==> config.mk <==
export PLATFORM = sky130hd
export DESIGN_NAME = serial_mag_comp_flat
export DESIGN_NICKNAME = d
export VERILOG_FILES = /design/src/rtl/serial_mag_comp_if.sv /design/src/rtl/serial_mag_comp.sv /design/src/flat_wrapper.sv
export SDC_FILE = /design/constraint.sdc
export NUM_CORES = 1
export LEC_CHECK = 0
export ABC_CLOCK_PERIOD_IN_PS = 6400
export CORE_ASPECT_RATIO = 0.5
export CORE_UTILIZATION = 43
export CTS_CLUSTER_DIAMETER = 50
export CTS_CLUSTER_SIZE = 24
export DETAILED_ROUTE_END_ITERATION = 6
export MAX_ROUTING_LAYER = met4
export PLACE_DENSITY = 0.69
export SYNTH_ARGS = -nofsm -noshare
export SYNTH_HDL_FRONTEND = slang
export SYNTH_SLANG_ARGS = --single-unit
==> constraint.sdc <==
create_clock -name clk -period 6.4 [get_ports clk]
set_input_delay 0.64 -clock clk [delete_from_list [all_inputs] [get_ports clk]]
set_output_delay 0.64 -clock clk [all_outputs]
set_load 0.05 [all_outputs]
==> src/rtl/serial_mag_comp_if.sv <==
// rtl/serial_mag_comp_if.sv - start/operand/result bundle for serial_mag_comp
//
// master: requester, drives start, a, b and observes busy, done, greater, less, equal
// slave : comparator, the reverse directions
interface serial_mag_comp_if #(
    parameter int WIDTH = 8
) ();
    logic             start;
    logic [WIDTH-1:0] a;
    logic [WIDTH-1:0] b;
    logic             busy;
    logic             done;
    logic             greater;
    logic             less;
    logic             equal;

    modport master (
        output start, a, b,
        input  busy, done, greater, less, equal
    );

    modport slave (
        input  start, a, b,
        output busy, done, greater, less, equal
    );
endinterface

==> src/rtl/serial_mag_comp.sv <==
// rtl/serial_mag_comp.sv - bit-serial MSB-first magnitude comparator
//
// clk    : rising-edge clock
// rst_n  : asynchronous active-low reset
// bus    : slave side of serial_mag_comp_if
//          start/a/b in; busy, done (1-cycle pulse), greater/less/equal out
// WIDTH 2..64, SIGNED selects two's-complement, EARLY_EXIT stops at first
// differing bit (otherwise fixed WIDTH-cycle latency).
module serial_mag_comp #(
    parameter int WIDTH      = 8,
    parameter int SIGNED     = 0,
    parameter int EARLY_EXIT = 1
) (
    input  logic               clk,
    input  logic               rst_n,
    serial_mag_comp_if.slave   bus
);
    localparam int              IDX_W   = $clog2(WIDTH);
    localparam logic [IDX_W-1:0] IDX_MSB = IDX_W'(WIDTH - 1);

    typedef enum logic {IDLE, CMP} state_t;

    state_t             state_q, state_d;
    logic [WIDTH-1:0]   a_q, a_d;
    logic [WIDTH-1:0]   b_q, b_d;
    logic [IDX_W-1:0]   idx_q, idx_d;
    logic               busy_q, busy_d;
    logic               done_q, done_d;
    logic               gt_q, gt_d;
    logic               lt_q, lt_d;
    logic               eq_q, eq_d;
    // fixed-latency mode remembers the first difference and its polarity
    logic               sticky_q, sticky_d;
    logic               sticky_gt_q, sticky_gt_d;

    logic bit_a, bit_b, bit_diff, bit_gt, last_bit;
    logic fin, fin_gt, fin_lt, fin_eq;

    always_comb begin
        bit_a    = a_q[idx_q];
        bit_b    = b_q[idx_q];
        bit_diff = bit_a ^ bit_b;
        // the sign bit has inverted weight: a 1 there marks the smaller value
        bit_gt   = ((SIGNED != 0) && (idx_q == IDX_MSB)) ? bit_b : bit_a;
        last_bit = (idx_q == '0);
    end

    always_comb begin
        state_d     = state_q;
        a_d         = a_q;
        b_d         = b_q;
        idx_d       = idx_q;
        busy_d      = busy_q;
        done_d      = 1'b0;
        gt_d        = gt_q;
        lt_d        = lt_q;
        eq_d        = eq_q;
        sticky_d    = sticky_q;
        sticky_gt_d = sticky_gt_q;
        fin         = 1'b0;
        fin_gt      = 1'b0;
        fin_lt      = 1'b0;
        fin_eq      = 1'b0;

        case (state_q)
            IDLE: begin
                if (bus.start) begin
                    a_d         = bus.a;
                    b_d         = bus.b;
                    idx_d       = IDX_MSB;
                    gt_d        = 1'b0;
                    lt_d        = 1'b0;
                    eq_d        = 1'b0;
                    sticky_d    = 1'b0;
                    sticky_gt_d = 1'b0;
                    busy_d      = 1'b1;
                    state_d     = CMP;
                end
            end
            CMP: begin
                if (EARLY_EXIT != 0) begin
                    if (bit_diff) begin
                        fin    = 1'b1;
                        fin_gt = bit_gt;
                        fin_lt = ~bit_gt;
                    end else if (last_bit) begin
                        fin    = 1'b1;
                        fin_eq = 1'b1;
                    end
                end else begin
                    if (bit_diff && !sticky_q) begin
                        sticky_d    = 1'b1;
                        sticky_gt_d = bit_gt;
                    end
                    if (last_bit) begin
                        fin = 1'b1;
                        if (sticky_q) begin
                            fin_gt = sticky_gt_q;
                            fin_lt = ~sticky_gt_q;
                        end else if (bit_diff) begin
                            fin_gt = bit_gt;
                            fin_lt = ~bit_gt;
                        end else begin
                            fin_eq = 1'b1;
                        end
                    end
                end

                if (fin) begin
                    gt_d    = fin_gt;
                    lt_d    = fin_lt;
                    eq_d    = fin_eq;
                    done_d  = 1'b1;
                    busy_d  = 1'b0;
                    idx_d   = IDX_MSB;
                    state_d = IDLE;
                end else begin
                    idx_d = idx_q - IDX_W'(1);
                end
            end
            default: state_d = IDLE;
        endcase
    end

    always_ff @(posedge clk or negedge rst_n) begin
        if (!rst_n) begin
            state_q     <= IDLE;
            a_q         <= '0;
            b_q         <= '0;
            idx_q       <= IDX_MSB;
            busy_q      <= 1'b0;
            done_q      <= 1'b0;
            gt_q        <= 1'b0;
            lt_q        <= 1'b0;
            eq_q        <= 1'b0;
            sticky_q    <= 1'b0;
            sticky_gt_q <= 1'b0;
        end else begin
            state_q     <= state_d;
            a_q         <= a_d;
            b_q         <= b_d;
            idx_q       <= idx_d;
            busy_q      <= busy_d;
            done_q      <= done_d;
            gt_q        <= gt_d;
            lt_q        <= lt_d;
            eq_q        <= eq_d;
            sticky_q    <= sticky_d;
            sticky_gt_q <= sticky_gt_d;
        end
    end

    assign bus.busy    = busy_q;
    assign bus.done    = done_q;
    assign bus.greater = gt_q;
    assign bus.less    = lt_q;
    assign bus.equal   = eq_q;
endmodule

==> src/flat_wrapper.sv <==
// flat-port wrapper written by rule: the top's interface ports become plain ports
module serial_mag_comp_flat 
#(
    parameter int WIDTH      = 8,
    parameter int SIGNED     = 0,
    parameter int EARLY_EXIT = 1
)
  (clk, rst_n, bus_start, bus_a, bus_b, bus_busy, bus_done, bus_greater, bus_less, bus_equal);
  serial_mag_comp_if #(.WIDTH(WIDTH)) bus_i ();
  input  logic clk;
  input  logic rst_n;
  input wire logic [$bits(bus_i.start)-1:0] bus_start;
  input wire logic [$bits(bus_i.a)-1:0] bus_a;
  input wire logic [$bits(bus_i.b)-1:0] bus_b;
  output wire logic [$bits(bus_i.busy)-1:0] bus_busy;
  output wire logic [$bits(bus_i.done)-1:0] bus_done;
  output wire logic [$bits(bus_i.greater)-1:0] bus_greater;
  output wire logic [$bits(bus_i.less)-1:0] bus_less;
  output wire logic [$bits(bus_i.equal)-1:0] bus_equal;
  assign bus_i.start = bus_start;
  assign bus_i.a = bus_a;
  assign bus_i.b = bus_b;
  assign bus_busy = bus_i.busy;
  assign bus_done = bus_i.done;
  assign bus_greater = bus_i.greater;
  assign bus_less = bus_i.less;
  assign bus_equal = bus_i.equal;
  serial_mag_comp #(.WIDTH(WIDTH), .SIGNED(SIGNED), .EARLY_EXIT(EARLY_EXIT)) u_core (.clk(clk), .rst_n(rst_n), .bus(bus_i));
endmodule
==> impl_metrics.tcl <==
set metrics [dict create \
    syn-cell-area_mm2 0.001200 \
    post_cts_buffers 0 \
    finalClockSkew_ns 0.01276 \
    tightest_slew_ns 1.114 \
    antenna_cells 0 \
    crit_chain "mux4_2 > nand2_1 > and2_1 > ha_1 > a21boi_4 > mux2_2" \
    h-tree-depth 1 \
    drt-total-wl_um 2201 \
    gr-total-overflow 0 \
    avgSynthCellArea_um2 13.95 \
    hold_path_class "flop to flop" \
    drc 0 \
    drt_first_pass_iters 6 \
    routed_via_density 5.048 \
    maxSlewHeadroom 0.2548 \
    final_cell_mix "23 x clkdlybuf4s50_1, 22 x dfrtp_1, 17 x mux2_2" \
    synth_fp_nets 109 \
    critical_path_buf_inv_count 0 \
    cts_buffer_depth 2 \
    irDropWorstVdd_uv 258.7 \
    p_int_w 0.0004458 \
    ctsRootBufferMaster "clkbuf_8" \
    crit_path_max_incr_delay_ns 0.67 \
    tns_ns 0 \
    cts_tree "done" \
    synth_cells 86 \
    setup_viol_count_final 0 \
    routabilityCongestion 0.7610 \
    clk_pin_slew_worst_paths_ns 0.10 \
    cellPowerDensity_mw_per_mm2 469.3 \
    swShare 0.3567 \
    grt_max_degree 26 \
    finalCriticalPeriod_ns 2.410 \
    drtAntennaViolNets 0 \
    arrival_ns 2.58 \
    grt_pass1_vias 731 \
    syn_to_final_growth_pct 23.05 \
    post-route-period-util 0.3766 \
    hold_viol 0 \
    initial_core_util 0.4582 \
    die_w_um 76.71 \
    ys_warn_count 0 \
    finalNetCount 132 \
    critPathMaxFanout 7 \
    slew_violations 0 \
    rsz0062_at_grt "false" \
    clock.fmax_mhz 415.0 \
    antenna_found_initial 0 \
    seqPwrFrac 0.417 \
    slowest_stage "dfstp_2" \
    dpl.cell_count 141 \
    seqCellArea_um2 629.4 \
    layout-drive-gt1-share 0.2870 \
    grt_pass1_wl_um 3684 \
    clkPwrFrac 0.137 \
    synth_seq_cells 25 \
    cp-start-kind "flop" \
    gr-usage-all-layers 0.1771 \
    worstSkewPairLatency_ns 0.28 \
    via_count 732 \
    power_w 0.0006930 \
    status "finished, final reports clean" \
    avgRoutedWirePerCell_um 15.18 \
    dp_hpwl_um 1682 \
    p_switching_w 0.0002472 \
    stdcell_count 145 \
    fillCellCount 211 \
    multi_input_area_um2 513.0 \
    worst-setup-path-type "flop to flop" \
    cp-end-kind "flop" \
    p_comb_frac 0.446 \
    top_level_ports 24 \
    cts_resized 0 \
    rows 13 \
    synth_cell_type_count 23 \
    core_mm2 0.002619 \
    numCtsBuffers 3 \
    holdWs_ns 0.5032 \
    ctsHoldBuffers 0 \
    dieArea_mm2 0.003019 \
    worstPathRequired_ns 6.57 \
    final_common_cell "clkdlybuf4s50_1" \
    p_leak_nw 0.6356 \
    ys_seq_area_frac 0.5245 \
    dieHeight_um 39.36 \
    clock-sinks 25 \
    max_cap_viol_count 0 \
    drt_iter0_drc 19 \
    portBuffers 23 \
    crit_family "multiplexers" \
]
==> flip-flops by register name, summed over array words and instances, names as in the netlist <==
signal	flops
u_core.bus.equal	1
u_core.state_q	1
u_core.b_q	8
u_core.idx_q	3
u_core.bus.busy	1
u_core.bus.less	1
u_core.bus.done	1
u_core.bus.greater	1
u_core.a_q	8
==> logic make-up after synthesis <==
logic type,share of synthesized area
fa+ha+maj,0.04171
simple gates,0.08863
mux,0.2440
flops,0.5245
buf+inv,0.04796
compound gates,0.05318
==> power groups by stage <==
stage                     logic [W]  registers [W]  clock network, W
after floorplan            0.000241       0.000292                 0
after global routing       0.000337       0.000299          0.000105
after CTS                  0.000316       0.000291         0.0000978
after global placement     0.000297       0.000282                 0
final                      0.000309       0.000289         0.0000949
after detailed placement   0.000317       0.000293                 0
==> synthesized netlist by cell type <==
| master | count | area (um^2) |
|---|---|---|
| a21boi_4 | 1 | 18.77 |
| a21oi_1 | 1 | 5.000 |
| a41oi_1 | 2 | 17.52 |
| and2_1 | 2 | 12.51 |
| buf_2 | 1 | 5.000 |
| buf_4 | 1 | 7.510 |
| buf_6 | 3 | 33.78 |
| dfrtp_1 | 22 | 550.5 |
| dfstp_2 | 3 | 78.83 |
| ha_1 | 4 | 50.05 |
| inv_1 | 3 | 11.26 |
| mux2_1 | 1 | 11.26 |
| mux2_2 | 17 | 191.4 |
| mux4_2 | 4 | 90.09 |
| nand2_1 | 8 | 30.03 |
| nand2b_4 | 1 | 13.76 |
| nor2_1 | 2 | 7.510 |
| nor2b_1 | 3 | 18.77 |
| nor2b_2 | 1 | 8.760 |
| nor3_1 | 3 | 15.01 |
| o21ai_0 | 1 | 5.000 |
| o21bai_1 | 1 | 7.510 |
| o32a_1 | 1 | 10.01 |
==> routing by layer <==
metal / wire length [um] / track usage / vias to the layer above / part of all wire
met5: 0 / - / - / 0
met4: 0 / 0.05769 / 0 / 0
met3: 50 / 0.04186 / 0 / 0.023
met2: 1143 / 0.3058 / 16 / 0.52
met1: 1006 / 0.2144 / 371 / 0.46
li1: - / - / 345 / -
==> through the flow <==
stage	util	area, um^2	setup slack, ns
after floorplan	-	1200	4.170
after global placement	0.5461	1430	3.994
after detailed placement	0.5461	1430	3.881
after CTS	0.5638	1476	3.955
after global routing	0.5638	1476	3.888
final	0.5638	1476	3.990
==> area by class of cell <==
type                       count  area share
sequential                    25      0.4263
multi-input combinational     53      0.3475
timing repair buffer          23      0.1559
tap                           37     0.03136
clock buffer                   3     0.02797
inverter                       3    0.007627
clock inverter                 1    0.003390
==> worst paths after layout <==
check,startpoint,endpoint,slack [ns],depth (start not counted)
max in group asynchronous,rst_n,u_core.a_q[5],4.77,1
worst min register to register,u_core.a_q[3],u_core.a_q[3],0.50,1
worst max-delay path,u_core.idx_q[0],u_core.bus.less,3.99,6
min in group asynchronous,rst_n,u_core.bus.busy,0.96,1
worst max register to register,u_core.idx_q[0],u_core.bus.less,3.99,6
worst min-delay path,u_core.a_q[3],u_core.a_q[3],0.50,1
(Power assumes the default switching activity.)
